## src/rtl/lsu_subword.sv

```systemverilog
// rtl/lsu_subword.sv - RV32I byte/halfword/word load-store unit in front of a word-only data memory.
// Define LSU_MISALIGN_TRAP_EN to report misaligned halfword/word accesses as errors.
module lsu_subword #(
    parameter int MEM_WORDS = 256
) (
    input  logic        clk,
    input  logic        rst,
    input  logic        req_valid,
    output logic        req_ready,
    input  logic        req_we,
    input  logic [2:0]  req_funct3,
    input  logic [31:0] req_addr,
    input  logic [31:0] req_wdata,
    output logic        resp_valid,
    output logic [31:0] resp_rdata,
    output logic        resp_err,
    output logic        mem_read,
    output logic        mem_write,
    output logic [31:0] mem_addr,
    output logic [31:0] mem_wdata,
    input  logic [31:0] mem_rdata
);

    typedef enum logic [2:0] {IDLE, LD, RMW_RD, WR, RESP} state_t;

    localparam logic [29:0] WORD_LIMIT = 30'(MEM_WORDS);

    state_t      state, state_nxt;
    logic        we_q, err_q;
    logic [2:0]  f3_q;
    logic [31:0] addr_q, wdata_q, merge_q, rdata_q;

    logic        accept, f3_ok, range_ok, align_ok, req_err;
    logic [7:0]  ld_byte;
    logic [15:0] ld_half;
    logic [31:0] ld_ext, wr_data;

    assign accept = req_valid && (state == IDLE);

    always_comb begin
        f3_ok = 1'b0;
        if (req_we) begin
            case (req_funct3)
                3'd0, 3'd1, 3'd2: f3_ok = 1'b1;
                default:          f3_ok = 1'b0;
            endcase
        end else begin
            case (req_funct3)
                3'd0, 3'd1, 3'd2, 3'd4, 3'd5: f3_ok = 1'b1;
                default:                      f3_ok = 1'b0;
            endcase
        end
        range_ok = (req_addr[31:2] < WORD_LIMIT);
`ifdef LSU_MISALIGN_TRAP_EN
        case (req_funct3[1:0])
            2'b01:   align_ok = (req_addr[0] == 1'b0);
            2'b10:   align_ok = (req_addr[1:0] == 2'b00);
            default: align_ok = 1'b1;
        endcase
`else
        align_ok = 1'b1;
`endif
        req_err = !(f3_ok && range_ok && align_ok);
    end

    // Lane extraction for loads and lane insertion for sub-word stores
    always_comb begin
        ld_byte = 8'(mem_rdata >> {addr_q[1:0], 3'b000});
        ld_half = addr_q[1] ? mem_rdata[31:16] : mem_rdata[15:0];
        case (f3_q)
            3'd0:    ld_ext = {{24{ld_byte[7]}}, ld_byte};
            3'd1:    ld_ext = {{16{ld_half[15]}}, ld_half};
            3'd4:    ld_ext = {24'h0, ld_byte};
            3'd5:    ld_ext = {16'h0, ld_half};
            default: ld_ext = mem_rdata;
        endcase
        wr_data = merge_q;
        case (f3_q[1:0])
            2'b00: begin
                case (addr_q[1:0])
                    2'd0: wr_data[7:0]   = wdata_q[7:0];
                    2'd1: wr_data[15:8]  = wdata_q[7:0];
                    2'd2: wr_data[23:16] = wdata_q[7:0];
                    2'd3: wr_data[31:24] = wdata_q[7:0];
                endcase
            end
            2'b01: begin
                if (addr_q[1]) wr_data[31:16] = wdata_q[15:0];
                else           wr_data[15:0]  = wdata_q[15:0];
            end
            default: wr_data = wdata_q;
        endcase
    end

    always_ff @(posedge clk) begin
        if (rst) state <= IDLE;
        else     state <= state_nxt;
    end

    always_comb begin
        state_nxt  = state;
        req_ready  = 1'b0;
        resp_valid = 1'b0;
        mem_read   = 1'b0;
        mem_write  = 1'b0;
        case (state)
            IDLE: begin
                req_ready = 1'b1;
                if (accept) begin
                    if (req_err)                     state_nxt = RESP;
                    else if (!req_we)                state_nxt = LD;
                    else if (req_funct3[1:0] == 2'b10) state_nxt = WR;
                    else                             state_nxt = RMW_RD;
                end
            end
            LD: begin
                mem_read  = !rst;
                state_nxt = RESP;
            end
            RMW_RD: begin
                mem_read  = !rst;
                state_nxt = WR;
            end
            WR: begin
                mem_write = !rst;
                state_nxt = RESP;
            end
            RESP: begin
                resp_valid = 1'b1;
                state_nxt  = IDLE;
            end
            default: state_nxt = IDLE;
        endcase
    end

    assign mem_addr   = (mem_read || mem_write) ? {addr_q[31:2], 2'b00} : 32'h0;
    assign mem_wdata  = mem_write ? wr_data : 32'h0;
    assign resp_rdata = resp_valid ? rdata_q : 32'h0;
    assign resp_err   = resp_valid && err_q;

    always_ff @(posedge clk) begin
        if (rst) begin
            we_q    <= 1'b0;
            err_q   <= 1'b0;
            f3_q    <= 3'd0;
            addr_q  <= 32'h0;
            wdata_q <= 32'h0;
            merge_q <= 32'h0;
            rdata_q <= 32'h0;
        end else begin
            if (accept) begin
                we_q    <= req_we;
                err_q   <= req_err;
                f3_q    <= req_funct3;
                addr_q  <= req_addr;
                wdata_q <= req_wdata;
                rdata_q <= 32'h0;
            end
            if (state == LD)     rdata_q <= ld_ext;
            if (state == RMW_RD) merge_q <= mem_rdata;
        end
    end

endmodule

```

## config.mk

```make
export PLATFORM = sky130hd
export DESIGN_NAME = lsu_subword
export DESIGN_NICKNAME = d
export VERILOG_FILES = /design/src/rtl/lsu_subword.sv
export SDC_FILE = /design/constraint.sdc
export NUM_CORES = 1
export LEC_CHECK = 0
export CAP_MARGIN = 40
export CORE_UTILIZATION = 45
export CTS_CLUSTER_DIAMETER = 120
export DETAILED_ROUTE_END_ITERATION = 8
export PLACE_DENSITY = 0.78
export SLEW_MARGIN = 0
export SYNTH_ARGS = -nofsm -noshare
export SYNTH_HDL_FRONTEND = slang
export SYNTH_SLANG_ARGS = --single-unit
export TNS_END_PERCENT = 1
```

## constraint.sdc

```tcl
create_clock -name clk -period 4.5 [get_ports clk]
set_input_delay 0.45 -clock clk [delete_from_list [all_inputs] [get_ports clk]]
set_output_delay 0.45 -clock clk [all_outputs]
set_load 0.1 [all_outputs]
```

* Yosys cells after proc, flatten, opt, wreduce, memory -nomap -nowiden *
Cells that the tools add are included.
W data, S select, Z words.

word-level totals
  register bits = 135
  output and inout port bits = 101
  word-level logic and storage cells = 68

cells by class
  magnitude comparators = 1
  eq/ne operators = 17
  shifts and indexed selects = 1
  mux-type cells = 26
  reduce and logical (&&, ||, !) cells = 16

operators by type and width
  cell                   count
  $mux W32               5
  $pmux W32 S4           1
  $pmux W32 S2           1
  $mux W16               3
  $mux W8                4
  $shr A32 B5 Y8         1
  $lt A30 B9 Y1 const B  1
  $eq A3 B3 Y1 const B   5
  $eq A3 B1 Y1 const B   3
  $eq A3 B2 Y1 const B   3
  $logic_not A3 Y1       3
  $pmux W3 S3            1
  $mux W1                8
  $eq A2 B2 Y1 const B   3
  $mux W3                2
  $reduce_or A5 Y1       1
  $eq A2 B1 Y1 const B   2
  $logic_not A2 Y1       2
  $reduce_or A2 Y1       2
  $logic_and A1 B1 Y1    3
  $reduce_or A3 Y1       1
  $logic_not A1 Y1       2
  $mux W2                1
  $ne A2 B2 Y1 const B   1
  2 further kinds        2

* Logic depth before layout (Yosys ltp) *
Gate-level depths: netlist of run 1.

  depth after elaboration = 8
  depth in mapped cells = 8
  gate-level depth less buffers = 5

* Worst setup path after synthesis of run 1 *
Ideal clock, no wire load.

  path type = input to output
  start point = input port rst
  end point = output port mem_wdata[19]
  arrival = 3.554 ns
  path slack = 0.496 ns
  stages = 5
  path buffers = 2
  path through = buf_2 nor2_1 nand3_1 clkbuf_1 a311oi_1

between the ends
  longest elaborated chain between the ends = 3

RTL lines
  item              RTL line  text
  start, declared   7         input logic rst,
  $logic_not A1 Y1  125       mem_write = !rst;
  $mux W1           106       case (state)
  $mux W32          137       assign mem_wdata = mem_write ? wr_data : 32'h0;
  end, declared     20        output logic [31:0] mem_wdata,

No other way between the ends.

* Worst setup path in the final report of run 1 *
  start point = register addr_q[0]
  end point = output port mem_wdata[9]

between the ends
  longest elaborated chain between the ends = 4

RTL lines
  item                    RTL line  text
  start, declared         31        logic [31:0] addr_q, wdata_q, merge_q, rdata_q;
  start signal, assigned  155       addr_q <= req_addr;
  $eq A2 B1 Y1            80        case (addr_q[1:0])
  $mux W8                 80
  $pmux W32 S2            78        case (f3_q[1:0])
  $mux W32                137

No other way between the ends.

==> results of run 1 <==
## flip-flops by register name, summed over array words and instances, names as in the netlist
register,count
addr_q,32
merge_q,32
rdata_q,32
wdata_q,32
f3_q,3
state,3
err_q,1
## stage by stage
step	power (uW)	worst slack [ns]	hold WS, ns
6_report	2937	1.217	0.4491
4_1_cts	2942	1.269	0.4470
2_1_floorplan	1468	0.4962	0.4167
3_3_place_gp	1617	1.695	0.4304
3_5_place_dp	1632	1.702	0.4364
5_1_grt	3041	1.038	0.4656
## layout by cell type (no fill, tap or decap), drive strengths merged, types with 2 or more instances in the layout
master and count:
a221o 16, clkdlybuf4s50 137, a41o 2, inv 4, a21o 2, clkinv 7, conb 2, nand3 10
and2 65, a32o 7, nor4 5, a222oi 7, a21oi 118, nor3b 2, o21ai 36, o22ai 2
clkbuf 24, a22o 8, nor3 5, nand2 254, o21a 3, a211oi 10, mux2 9, nand2b 3
nor2 39, dfxtp 135, buf 114, nor4b 2, a311oi 8, a22oi 8, a221oi 9
## logic make-up after synthesis
logic type      Yosys count
flops                   135
simple gates            389
other cells               1
xor+xnor                  1
mux                      11
buf+inv                  80
compound gates          237
## report_power, final
group	total (uW)	leakage (uW)	internal (uW)	switching [uW]
clock	1330	0.000280	813	513
combinational	345	0.00225	155	191
sequential	1270	0.00110	1230	32.4
total	2940	0.00363	2200	736
## layout make-up
type                    instances  share of cell area
flip-flops and latches        135              0.2836
clock buffers                  24             0.05160
repair buffers                251              0.2723
clock inverters                 8            0.007484
inverters                       5            0.001970
well taps                     180             0.02363
multi-input cells             640              0.3594
## worst max-delay path by stage
| stage | slack (ns) | cells past startpoint | endpoint | startpoint |
|---|---|---|---|---|
| global placement | 1.69 | 5 | mem_wdata[7] | f3_q[1] |
| CTS | 1.27 | 5 | mem_wdata[9] | addr_q[0] |
| finish | 1.22 | 5 | mem_wdata[9] | addr_q[0] |
| global route | 1.04 | 5 | mem_wdata[9] | addr_q[0] |
| floorplan | 0.50 | 5 | mem_wdata[19] | rst |
| detailed placement | 1.70 | 5 | mem_addr[25] | rst |
## critical path: cells and delay by family (launching register included)
kind	cells	cell delay [ns]
buf+inv	1	0.35
simple gates	3	1.36
flops	1	0.51
compound gates	1	0.18
## per-layer routing
metal  global-route usage  up-vias  part of all wire  routed length [um]
li1                     -     3322                 -                   -
met1               0.3533     3207              0.42                8702
met2               0.4594      285              0.47                9748
met3              0.08287       39             0.079                1639
met4               0.1157        0             0.027                 557
met5                    0        -                 0                   0
==> run_results.csv, run 1 <==
group,metric,value,unit
synthesis,yosysMostFrequentCell,"nand2_1",
synthesis,ys_warn_count,0,
cells_and_area,drive_gt1_frac,0.1675,
cells_and_area,diodes,0,
cells_and_area,synthToLayoutAreaGrowth,47.28,%
synthesis,synthTopCellsByArea,"dfxtp_1, nand2_1, a21oi_1",
sta,finalHoldViolations,0,
routing,drt_first_pass_iters,5,
clock_network,post_cts_buffers,0,
clock_network,cts_root_buf,"clkbuf_16",
flow_run,maxCapViolCount,0,
synthesis,synth.area.mux_share,0.02069,
synthesis,synth.distinct_cells,48,
sta,tns,0,ns
sta,drv_slew,0,
clock_network,cts_buffers,17,
min_path,holdPathEnd,"addr_q[12]",
worst_setup_path,reg2reg_slack,1.97,ns
min_path,hold_start,"addr_q[12]",
global_routing,grt-ovfl-total,0,
synthesis,synth_edf_count,0,
clock_network,clockBufferDepth,2,
floorplan,rows,43,
floorplan,core_area,13930,um2
floorplan,dieArea,14860,um2
clock_network,hold_buffers,0,
floorplan,start_util,0.4643,
routing,vias,6853,
clock_network,htreeDepth,4,
global_routing,grt_first_pass_wirelength,32.53,mm
sta,fmax,304.6,MHz
placement,dp_cells,1211,
power,p_per_area,308.2,nW/um2
floorplan,die_w,121.9,um
synthesis,yosys.area_share.simple,0.2675,
synthesis,synth_top_family_by_area,"simple AND/OR/NAND/NOR gates",
worst_setup_path,rr_worst_depth,5,
sta,fin_skew,0.006453,ns
worst_setup_path,crit_chain,"nand2b_1, nor3_1, a222oi_1, nor2_1, buf_4",
global_routing,grt_pass1_vias,6419,
floorplan,die_h,121.9,um
synthesis,syn_area,6470,um2
worst_setup_path,critPathKind,"reg -> out",
clock_network,cts_tree,"yes",
sta,relSlewSlack,0.4246,
synthesis,ys_top_cells_by_count,"nand2_1, dfxtp_1, a21oi_1",
clock_network,clk_latency,0.43,ns
synthesis,synth_fa_ha_area_frac,0,
power,peakVddDrop,0.0002536,V
cells_and_area,stdcell_area,9529,um2
cells_and_area,finalNetCount,1153,
sta,timing.final.crit_period,3.283,ns
global_routing,antenna_found_initial,0,
routing,routedWlPerCell,16.61,um
min_path,holdPathStages,2,
global_routing,grt_max_degree,61,
synthesis,synthDominantCellAreaShare,0.4177,
routing,wirelength,20.65,mm
synthesis,yosys.area.top_type,"dfxtp_1",
synthesis,synth_xor_area_frac,0.001354,
routing,drc,0,
worst_setup_path,start_kind,"flip-flop",
placement,io_buffers,201,
worst_setup_path,critPathMaxStageDelay,0.67,ns
outcome,status,"finished clean",
synthesis,synth.avg_cell_area,7.576,um2
worst_setup_path,cp-end-kind,"output pin",
placement,hpwl,14.70,mm
routing,ant_nets,0,
sta,rsz0062_at_grt,"no",
synthesis,ys.flop_type,"dfxtp_1",
routing,first_iter_violations,619,
synthesis,ys_seq_area_frac,0.4177,
worst_setup_path,required,4.05,ns
cells_and_area,finish.utilization,0.6838,
floorplan,io_pins,204,
clock_network,cts_resized,0,
synthesis,synth-seq-cells,135,
cells_and_area,seqCellArea,2703,um2
routing,via_per_inst,5.513,
cells_and_area,nFillCells,1137,
clock_network,path_clk_slew,0.05,ns
global_routing,track_usage,0.2844,
clock_network,cts_sinks,135,
worst_setup_path,r2r-end,"rdata_q[22]",
sta,period_share,0.7295,
worst_setup_path,reg2reg_from,"addr_q[1]",
min_path,hp-class,"reg -> reg",
power,p_leak,0.003626,uW
sta,worst_pin_slew,0.8594,ns
worst_setup_path,critPathSlowestCell,"nor3_1",
sta,setup_viol,0,
placement,gp_congestion,0.8746,
synthesis,synthArstFlopShare,0,
synthesis,synth_compound_area_frac,0.2361,
worst_setup_path,critPathMaxFanout,18,
cells_and_area,stdcell_count,1243,
synthesis,syn-instance-count,854,
worst_setup_path,critPathArrivalTime,2.83,ns
cells_and_area,multi_input_area,3425,um2
placement,placed_area,8966,um2
Power figures use the tool's default switching activity.
==> run 2, diff against run 1 <==
==> constraint.sdc (replaced) <==
create_clock -name clk -period 3.4 [get_ports clk]
set_input_delay 0.34 -clock clk [delete_from_list [all_inputs] [get_ports clk]]
set_output_delay 0.34 -clock clk [all_outputs]
set_load 0.1 [all_outputs]
==> run_results.csv, run 2 (same netlist as run 1, synthesis figures left out) <==
group,metric,value,unit
worst_setup_path,critPathMaxStageDelay,0.69,ns
routing,ant_nets,0,
clock_network,cts_root_buf,"clkbuf_16",
clock_network,path_clk_slew,0.06,ns
worst_setup_path,critPathMaxFanout,18,
outcome,status,"finished clean",
worst_setup_path,critPathKind,"reg -> out",
placement,gp_congestion,0.8732,
sta,rsz0062_at_grt,"no",
clock_network,cts_sinks,135,
cells_and_area,final_common_cell,"nand2_1",
min_path,hp-class,"in -> reg",
sta,tns,0,ns
global_routing,grt_pass1_vias,6350,
placement,io_buffers,201,
sta,timing.final.crit_period,3.127,ns
clock_network,clk_latency,0.42,ns
sta,finalHoldViolations,0,
sta,fin_skew,0.005290,ns
cells_and_area,finalNetCount,1120,
cells_and_area,finish.utilization,0.6980,
clock_network,htreeDepth,4,
routing,first_iter_violations,730,
worst_setup_path,critPathSlowestCell,"nor3_1",
worst_setup_path,crit_chain,"nand2b_1, nor3_1, a222oi_1, nor2_1, buf_12",
floorplan,core_area,13930,um2
cells_and_area,multi_input_area,3431,um2
worst_setup_path,crit_family,"simple AND/OR/NAND/NOR gates",
clock_network,cts_resized,0,
routing,via_per_inst,5.588,
floorplan,die_h,121.9,um
sta,relSlewSlack,0.4110,
clock_network,clockBufferDepth,2,
worst_setup_path,critPathArrivalTime,2.79,ns
cells_and_area,stdcell_count,1210,
sta,setup_viol,0,
global_routing,grt_max_degree,72,
floorplan,dieArea,14860,um2
floorplan,die_w,121.9,um
cells_and_area,layout_common_cells,"nand2_1, dfxtp_1, a21oi_1",
power,peakVddDrop,0.0003650,V
routing,routedWlPerCell,17.60,um
global_routing,grt-ovfl-total,0,
sta,period_share,0.9197,
worst_setup_path,required,3.06,ns
clock_network,post_cts_buffers,0,
sta,fmax,319.8,MHz
routing,vias,6761,
global_routing,antenna_found_initial,0,
cells_and_area,drive_gt1_frac,0.1796,
power,p_leak,0.003620,uW
clock_network,hold_buffers,0,
placement,dp_cells,1178,
worst_setup_path,start_kind,"flip-flop",
power,p_per_area,428.2,nW/um2
clock_network,cts_buffers,17,
placement,placed_area,9075,um2
sta,worst_pin_slew,0.8798,ns
power,total_power,4165,uW
worst_setup_path,cp-end-kind,"output pin",
routing,drc,0,
floorplan,io_pins,204,
global_routing,grt_first_pass_wirelength,33.19,mm
floorplan,rows,43,
cells_and_area,seqCellArea,2703,um2
worst_setup_path,critPathBufInv,1,
routing,drt_first_pass_iters,6,
cells_and_area,synthToLayoutAreaGrowth,50.34,%
floorplan,start_util,0.4643,
cells_and_area,nFillCells,1119,
cells_and_area,stdcell_area,9727,um2
placement,hpwl,15.09,mm
global_routing,track_usage,0.2914,
flow_run,maxCapViolCount,0,
routing,wirelength,21.30,mm
sta,drv_slew,0,
clock_network,cts_tree,"yes",
cells_and_area,diodes,0,
[run 2: cell types whose count changed in the layout (fill, tap and decap cells not counted), moves of 2 or more]
cell and change:
buf_4 -22, bufinv_16 +4, buf_16 -5, buf_12 +63, clkinv_4 +3, clkbuf_1 -3
clkdlybuf4s50_1 -36, clkinvlp_4 +2, clkinv_2 -3, clkbuf_8 -4, buf_8 -33
[run 2: cell type report]
cell class / instances / share of cell area
multi-input combinational: 640 / 0.3527
sequential: 135 / 0.2778
timing repair buffer: 218 / 0.2773
clock buffer: 17 / 0.04374
clock inverter: 15 / 0.02328
tap: 180 / 0.02315
inverter: 5 / 0.001930
[run 2: power breakdown]
group	internal (uW)	switching [uW]
clock	1300	733
sequential	1630	43.8
combinational	198	256
[run 2: worst paths after layout]
| path | startpoint | depth (start not counted) | end | slack, ns |
|---|---|---|---|---|
| max | addr_q[0] | 5 | mem_wdata[9] | 0.27 |
| min | rst | 4 | state[2] | 0.30 |
| max reg2reg | addr_q[1] | 5 | rdata_q[28] | 0.76 |
| min reg2reg | addr_q[3] | 2 | addr_q[3] | 0.45 |
[run 2: through the flow]
| stage | worst slack, ns | hold slack, ns |
|---|---|---|
| finish | 0.2729 | 0.3031 |
| global route | 0.1324 | 0.3407 |
| CTS | 0.3247 | 0.2856 |
| detailed placement | 0.7809 | 0.4386 |
| global placement | 0.8946 | 0.4297 |
| floorplan | -0.4726 | 0.4167 |
[run 2: routing by layer]
layer	global-route usage	wire, um	up-vias
li1	-	-	3262
met1	0.3613	8686	3123
met2	0.4643	9892	330
met3	0.09831	2135	46
met4	0.1119	582	0
met5	0	0	-
[run 2: worst reg2reg max path, cell delays in order (launching register included)]
cell and delay [ns]:
dfxtp_1 0.83, buf_4 0.43, mux2_2 0.24, mux2i_1 0.10, nor4b_4 0.75, a221o_2 0.23
==> run 3, diff against run 2 <==
--- a/config.mk
+++ b/config.mk
@@ -6,9 +6,11 @@
 export NUM_CORES = 1
 export LEC_CHECK = 0
 export CAP_MARGIN = 40
+export CORE_ASPECT_RATIO = 1.4
 export CORE_UTILIZATION = 45
 export CTS_CLUSTER_DIAMETER = 120
 export DETAILED_ROUTE_END_ITERATION = 8
+export GPL_TIMING_DRIVEN = 0
 export PLACE_DENSITY = 0.78
 export SLEW_MARGIN = 0
 export SYNTH_ARGS = -nofsm -noshare
==> run_results.csv, run 3 (same netlist as run 1, synthesis figures left out) <==
group,metric,value,unit
cells_and_area,finalNetCount,1277,
power,p_comb_frac,0.122,
clock_network,clk_latency,0.42,ns
flow_run,maxCapViolCount,0,
floorplan,die_h,143.9,um
min_path,hp-class,"in -> reg",
routing,first_iter_violations,551,
cells_and_area,layout_common_cells,"nand2_1, clkdlybuf4s50_1, dfxtp_1",
placement,placed_area,10340,um2
worst_setup_path,critPathMaxFanout,10,
global_routing,grt_first_pass_wirelength,39.30,mm
sta,setup_viol,0,
power,p_clk_frac,0.475,
floorplan,core_area,13970,um2
routing,via_per_inst,5.685,
cells_and_area,synthToLayoutAreaGrowth,69.83,%
worst_setup_path,critPathArrivalTime,2.98,ns
cells_and_area,drive_gt1_frac,0.1634,
cells_and_area,final_common_cell,"nand2_1",
routing,ant_nets,0,
placement,io_buffers,200,
sta,fin_skew,0.006022,ns
routing,drt_first_pass_iters,6,
sta,drv_slew,0,
sta,finalHoldViolations,0,
clock_network,post_cts_buffers,0,
floorplan,dieArea,14870,um2
power,switchingPower,1066,uW
routing,vias,7800,
clock_network,cts_sinks,135,
clock_network,clockBufferDepth,2,
sta,relSlewSlack,0.5572,
sta,worst_pin_slew,0.6642,ns
power,p_leak,0.004094,uW
power,p_per_area,377.7,nW/um2
power,internal_power,3085,uW
worst_setup_path,required,3.06,ns
sta,whs,0.4347,ns
routing,wirelength,25.73,mm
sta,timing.final.crit_period,3.323,ns
clock_network,cts_tree,"yes",
clock_network,path_clk_slew,0.06,ns
outcome,status,"finished clean",
power,seqPwrFrac,0.403,
sta,rsz0062_at_grt,"no",
routing,routedWlPerCell,18.75,um
placement,hpwl,19.87,mm
global_routing,track_usage,0.3511,
clock_network,htreeDepth,4,
sta,tns,0,ns
sta,period_share,0.9773,
cells_and_area,stdcell_area,10990,um2
worst_setup_path,critPathKind,"reg -> out",
sta,fmax,300.9,MHz
global_routing,antenna_found_initial,0,
worst_setup_path,start_kind,"flip-flop",
worst_setup_path,cp-end-kind,"output pin",
power,peakVddDrop,0.0002843,V
cells_and_area,diodes,0,
worst_setup_path,reg2reg_slack,1.41,ns
global_routing,grt_pass1_vias,7855,
power,swShare,0.2568,
clock_network,cts_buffers,17,
global_routing,grt_max_degree,17,
clock_network,cts_root_buf,"clkbuf_16",
floorplan,start_util,0.4630,
cells_and_area,finish.utilization,0.7863,
placement,gp_congestion,0.9702,
global_routing,grt-ovfl-total,0,
floorplan,io_pins,204,
floorplan,rows,51,
floorplan,die_w,103.3,um
routing,drc,0,
[run 3: cell types whose count changed in the layout (fill, tap and decap cells not counted), sizes merged]
cell | before | now
bufinv | 5 | 4
clkinv | 7 | 3
clkdlybuf4s50 | 101 | 200
clkbuf | 17 | 68
inv | 5 | 8
buf | 117 | 126
[run 3: through the flow]
stage / setup slack [ns] / std cells / total power (uW)
5_1_grt: 0.005082 / 1372 / 4264
6_report: 0.07703 / 1372 / 4151
4_1_cts: 0.03011 / 1372 / 4143
3_5_place_dp: 0.3366 / 1340 / 2195
3_3_place_gp: -0.1900 / 1240 / 2173
2_1_floorplan: -0.4726 / 855 / 1943
[run 3: repair_timing]
action                     CTS  global route
setup endpoints to repair    1            12
resized for setup            2             5
hold buffers                 0             0
cloned                       0             0
[run 3: layer usage]
layer / part of all wire / wire, um / GRT usage
met5: 0 / 0 / 0
met4: 0.082 / 2110 / 0.2876
met3: 0.070 / 1809 / 0.07198
met2: 0.51 / 13130 / 0.6159
met1: 0.34 / 8671 / 0.3498
[run 3: power by group through the flow]
stage               registers, uW  logic (uW)  clock network (uW)
floorplan                    1690         255                   0
global placement             1700         473                   0
detailed placement           1700         492                   0
CTS                          1670         497                1980
global route                 1670         541                2050
finish                       1670         507                1970
[run 3: path summary, 6_finish.rpt]
check | cells after the start | end | startpoint
worst max-delay path | 8 | mem_wdata[25] | addr_q[0]
worst min register to register | 2 | rdata_q[13] | rdata_q[13]
worst min-delay path | 4 | rdata_q[4] | rst
worst max register to register | 5 | rdata_q[30] | state[2]
[run 3: cell type report]
type | count | area (um2)
timing repair buffer | 300 | 3633
multi-input combinational | 640 | 3425
fill | 894 | 2987
sequential | 135 | 2703
clock buffer | 19 | 432.9
buffer | 75 | 349.1
tap | 185 | 231.5
clock inverter | 13 | 195.2
inverter | 5 | 18.77
[run 3: critical path, cell delays in order, from the launching register on]
cell             delay [ns]
dfxtp_1                0.31
buf_2                  0.23
nor2b_1                0.43
buf_2                  0.33
a22o_1                 0.19
a221oi_1               0.08
nor2_1                 0.22
clkdlybuf4s50_1        0.55
buf_8                  0.20
